[src/rtl/sat_accum_seq_pkg.sv]
// Shared definitions for the saturating burst accumulator: FSM encoding and
// saturation limits as functions of the data width.
package sat_accum_seq_pkg;

    typedef enum logic [1:0] {
        IDLE = 2'd0,
        ACC  = 2'd1,
        DONE = 2'd2
    } state_t;

    // Two's-complement bit patterns; callers truncate to their width.
    function automatic logic [63:0] max_pos(input int w);
        return (64'd1 << (w - 1)) - 64'd1;
    endfunction

    function automatic logic [63:0] max_neg(input int w);
        return 64'd1 << (w - 1);
    endfunction

endpackage

[src/rtl/sat_accum_seq_sumador.sv]
// Combinational saturating adder (the shared "sumador"): clamps to the
// representable range instead of wrapping. Also exports the raw sum sign bit.
module sat_accum_seq_sumador
    import sat_accum_seq_pkg::*;
#(
    parameter int size = 22,
    parameter bit sign = 1'b1
) (
    input  logic [size-1:0] a,
    input  logic [size-1:0] b,
    output logic [size-1:0] res,
    output logic            raw_msb
);

    generate
        if (sign) begin : g_signed
            logic [size-1:0] raw;
            logic            pos_ovf;
            logic            neg_ovf;

            assign raw     = a + b;
            assign raw_msb = raw[size-1];
            assign pos_ovf = ~a[size-1] & ~b[size-1] &  raw[size-1];
            assign neg_ovf =  a[size-1] &  b[size-1] & ~raw[size-1];
            assign res     = pos_ovf ? size'(max_pos(size)) :
                             neg_ovf ? size'(max_neg(size)) : raw;
        end else begin : g_unsigned
            logic [size:0] wide;

            assign wide    = {1'b0, a} + {1'b0, b};
            assign raw_msb = wide[size-1];
            assign res     = wide[size] ? {size{1'b1}} : wide[size-1:0];
        end
    endgenerate

endmodule

[src/rtl/sat_accum_seq.sv]
// Burst accumulator: sums N_TERMS signed samples through one saturating adder,
// saturating at every step, and hands the result to a valid/ready consumer.
module sat_accum_seq
    import sat_accum_seq_pkg::*;
#(
    parameter int W       = 22,
    parameter int N_TERMS = 4,
    parameter int CW      = 3
) (
    input  logic         clk,
    input  logic         rst,
    input  logic         start,
    input  logic         abort,
    input  logic [W-1:0] in_data,
    input  logic         in_valid,
    output logic         in_ready,
    output logic [W-1:0] acc_out,
    output logic         out_valid,
    input  logic         out_ready,
    output logic         busy,
    output logic         sat_flag
);

    state_t        state;
    state_t        state_next;
    logic [W-1:0]  acc;
    logic [W-1:0]  sum_sat;
    logic          sum_msb;
    logic [CW-1:0] cnt;
    logic          ovf;
    logic          last;
    logic          take;
    logic          clear;
    logic          release_out;

    sat_accum_seq_sumador #(
        .size (W),
        .sign (1'b1)
    ) u_sumador (
        .a       (acc),
        .b       (in_data),
        .res     (sum_sat),
        .raw_msb (sum_msb)
    );

    // Overflow: operands share a sign that the unclamped sum does not.
    assign ovf      = (acc[W-1] == in_data[W-1]) && (sum_msb != acc[W-1]);
    assign last     = (cnt == CW'(N_TERMS - 1));
    assign in_ready = (state == ACC);
    assign busy     = (state != IDLE);

    // NOTE: every signal written here gets a default first so no latch is inferred.
    always_comb begin
        state_next  = state;
        take        = 1'b0;
        clear       = 1'b0;
        release_out = 1'b0;
        case (state)
            IDLE: begin
                if (start) begin
                    clear      = 1'b1;
                    state_next = ACC;
                end
            end
            ACC: begin
                if (abort) begin
                    state_next = IDLE;
                end else if (in_valid) begin
                    take = 1'b1;
                    if (last) state_next = DONE;
                end
            end
            DONE: begin
                if (out_ready) begin
                    release_out = 1'b1;
                    state_next  = IDLE;
                end
            end
            default: state_next = IDLE;
        endcase
    end

    // NOTE: sequential state uses non-blocking assignments and an async reset in the sensitivity list.
    always_ff @(posedge clk or posedge rst) begin
        if (rst) state <= IDLE;
        else     state <= state_next;
    end

    always_ff @(posedge clk or posedge rst) begin
        if (rst) begin
            acc       <= '0;
            cnt       <= '0;
            acc_out   <= '0;
            out_valid <= 1'b0;
            sat_flag  <= 1'b0;
        end else begin
            if (clear) begin
                acc      <= '0;
                cnt      <= '0;
                sat_flag <= 1'b0;
            end
            if (take) begin
                acc      <= sum_sat;
                cnt      <= cnt + 1'b1;
                sat_flag <= sat_flag | ovf;
                if (last) begin
                    acc_out   <= sum_sat;
                    out_valid <= 1'b1;
                end
            end
            if (release_out) out_valid <= 1'b0;
        end
    end

endmodule

[config.mk]
export PLATFORM = sky130hd
export DESIGN_NAME = sat_accum_seq
export DESIGN_NICKNAME = d
export VERILOG_FILES = /design/src/rtl/sat_accum_seq_pkg.sv /design/src/rtl/sat_accum_seq_sumador.sv /design/src/rtl/sat_accum_seq.sv
export SDC_FILE = /design/constraint.sdc
export NUM_CORES = 1
export LEC_CHECK = 0
export ABC_AREA = 1
export CAP_MARGIN = 30
export CORE_AREA = 2 2 86 88
export CTS_BUF_LIST = sky130_fd_sc_hd__clkbuf_16
export DETAILED_ROUTE_END_ITERATION = 10
export DIE_AREA = 0 0 88 90
export GPL_TIMING_DRIVEN = 0
export MAX_ROUTING_LAYER = met4
export PLACE_DENSITY = 0.82
export SKIP_LAST_GASP = 1
export SYNTH_ARGS = -nofsm -noshare
export SYNTH_HDL_FRONTEND = slang
export SYNTH_HIERARCHICAL = 1
export SYNTH_SLANG_ARGS = --single-unit
[constraint.sdc]
create_clock -name clk -period 2.9 [get_ports clk]
set_clock_uncertainty 0.05 [all_clocks]
set_input_delay 0.58 -clock clk [delete_from_list [all_inputs] [get_ports clk]]
set_output_delay 0.58 -clock clk [all_outputs]
set_load 0.02 [all_outputs]
==> out/qor.yml <==
sta:
  fin_crit_sh_pct: 95.2
  hold_viol: 0
  worstMarginPinSlew_ps: 367
  fin_crit_ps: 2760
  slew_viol_final: 0
  grt_setup_unrepaired: "no"
  max_freq_mhz: 362
  finalSetupViolations: 0
  slew_headroom_pct: 75.5
clock_network:
  clk_latency_ps: 290
  clockBufferDepth: 2
  ctsHoldBuffers: 0
  htree_levels: 2
  clockRootBuffer: "clkbuf_16"
  cts_tree: "yes"
  cts.sinks: 51
  clk_pin_slew_ps: 60
  cts_made_buffers: 5
critical_path:
  cp_data_arrival_time_ps: 2940
  slowest_delay_ps: 460
  worst_setup_path_start_kind: "input pin"
  cp_top_family: "simple AND/OR/NAND/NOR gates"
  cp-end-kind: "flop"
  cp.required_ps: 3080
  path_buf_inv: 1
  reg2reg_slack_ps: 450
  r2r-start: "acc[0]$_DFFE_PP0P_"
  crit_chain: "clkdlybuf4s50_1 > ha_1 > fa_1 > nand3_1 > nand3_2 > nand2_1 > nand3_1 > nand2_1 > nand2_1 > xor2_1 > nand2_1 > nand2_1 > nand3_1 > nand2_1"
  cpMostUsedCell: "nand2_1"
  cp_slowest_cell: "fa_1"
  worstSetupPathType: "in2reg"
  cp-startpoint: "in_data[0]"
  crit_fanout: 4
synthesis:
  syn_avg_cell_area_um2: 6.75
  syn-instance-count: 565
  synth_area_leaders: "dfrtp_1 (33%), nand2_1 (23%), nand3_1 (12%)"
  synth-main-ff-cell: "dfrtp_1"
  syn-num-nets: 619
  synth-edff-count: 0
  synth_area_leader_cell: "dfrtp_1"
  async_flop_share_pct: 100
  yosys_register_bits: 51
  syn_area_um2: 3810
  ys_warn_count: 6
  yosysUniqueCellTypes: 32
  yosysSeqAreaShare_pct: 33.5
  netlist.area_leader.share_pct: 33.5
pwr:
  powerDensity_nw_per_um2: 761
  power.leakage_nw: 2.71
  p_int_mw: 2.04
  ir_drop_mv: 0.520
  p_total_mw: 3.57
  switching_share_pct: 42.9
  power_frac_seq_pct: 28.0
  p_comb_share_pct: 51.3
  clkPwrFrac_pct: 20.8
  p_sw_mw: 1.53
floorplanning:
  coreArea_um2: 7020
  rows: 31
  start_util_pct: 54.3
  die_area_um2: 7920
  die_x_um: 88
  ios: 54
  die_h_um: 90
worst_hold_path:
  holdCritStartpoint: "acc_out[3]$_DFFE_PP0P_"
  min_path_type: "reg2reg"
final_layout:
  drive_above_1_share_pct: 7.66
  final_core_util_pct: 66.8
  antenna_cells: 0
  nets: 680
  fillers: 615
  final-instance-count-excl-fill: 726
  syn2layout_area_growth_pct: 23.0
place:
  numPortBuffers: 53
  dp_hpwl_um: 7820
  dp_cells: 718
  place_congestion: 0.973
detailed_routing:
  routedWlPerCell_um: 13.8
  vias: 3800
  wirelength_um: 10000
  first_pass_iters: 5
  drc_errors: 0
  drt_iter0_markers: 194
  drt.antenna.violating_nets: 0
  routed_via_density: 5.23
grt:
  grt_max_degree: 44
  grt-ovfl-total: 0
  grtUsageTotal_pct: 27.3
  antenna_found_initial: 0
  grt_pass1_vias: 3636
  grt_pass1_wl_um: 16800
outcome:
  status: "completed"
flow_run:
  max-cap-violations: 0
## cell usage after synthesis (3+ instances only)
library cell,count
a21oi_1,11
buf_2,13
buf_6,4
dfrtp_1,51
ha_1,25
inv_1,59
nand2_1,233
nand2_2,5
nand3_1,91
nand3b_1,5
nand4_1,4
nor2_1,25
nor2_2,4
o21bai_1,3
xor2_1,12
## cell type report
type / count / area [um2] / share of cell area (%)
Timing Repair Buffer: 54 / 551 / 11.7
Tap cell: 99 / 124 / 2.64
Clock inverter: 3 / 63.8 / 1.36
Buffer: 18 / 114 / 2.43
Multi-Input combinational cell: 436 / 2210 / 47.2
Inverter: 60 / 225 / 4.80
Clock buffer: 5 / 125 / 2.67
Sequential cell: 51 / 1280 / 27.2
## registers in the layout (all words and copies together), names as in the netlist
name       count
acc           22
acc_out       22
cnt            3
out_valid      1
sat_flag       1
state          2
## cell families after synthesis
kind of cell | synth area share [%]
AOI/OAI and AO/OA | 2.79
buffers and inverters | 8.89
and+or+nand+nor | 43.4
xor gates and xnor gates | 2.76
DFF | 33.5
adders and majority gates | 8.73
## per-stage QoR
step	instance area, um2	setup slack (ps)	setup TNS [ps]	hold WS [ps]
2_1_floorplan	3810	652	0	419
3_3_place_gp	4470	-107	-431	417
3_5_place_dp	4490	-146	-836	415
6_report	4690	139	0	432
4_1_cts	4680	80.3	0	433
5_1_grt	4690	7.03	0	458
## worst paths after layout
path / to / depth (start not counted)
min in group asynchronous: acc_out[19]$_DFFE_PP0P_ / 2
max in group asynchronous: acc[2]$_DFFE_PP0P_ / 3
setup / recovery: acc_out[12]$_DFFE_PP0P_ / 14
hold reg to reg: acc_out[3]$_DFFE_PP0P_ / 2
hold / removal: acc_out[3]$_DFFE_PP0P_ / 2
setup reg to reg: acc_out[12]$_DFFE_PP0P_ / 13
## placed cells by master (no fill, tap or decap), types with 3 or more instances in the layout
cell type and n:
buf_6 4, nand3_1 90, clkdlybuf4s50_1 53, xor2_1 12, o21bai_1 3, nand3b_1 5, a21oi_1 10, inv_1 59
dfrtp_1 51, nor2_2 4, nand2_2 5, clkbuf_16 5, buf_2 13, ha_1 23, nor2_1 25, nand4_1 4
nand2_1 233, nand3_2 3
## worst min-delay path, delay by kind of cell, from the launching register on
kind,cells,cell delay (ps)
DFF,1,340
and+or+nand+nor,2,110
## metal layers
metal	share of wire, %	track usage (%)	vias to the layer above
li1	-	-	1919
met1	46	38.3	1749
met2	48	43.2	116
met3	4.5	2.02	16
met4	1.7	6.79	0
met5	0	-	-
## timing repair
item,in CTS,in global routing
resized for setup,0,4
setup endpoints to repair,0,7
buffers inserted,0,0
## power groups by stage
stage               logic [mW]  registers, mW  clock network (mW)
CTS                       1.80          0.994               0.743
detailed placement        1.77           1.00                   0
floorplan                 1.19           1.04                   0
global route              2.05           1.01               0.766
finish                    1.83          0.998               0.741
global placement          1.74          0.997                   0
Power figures use the tool's default switching activity.
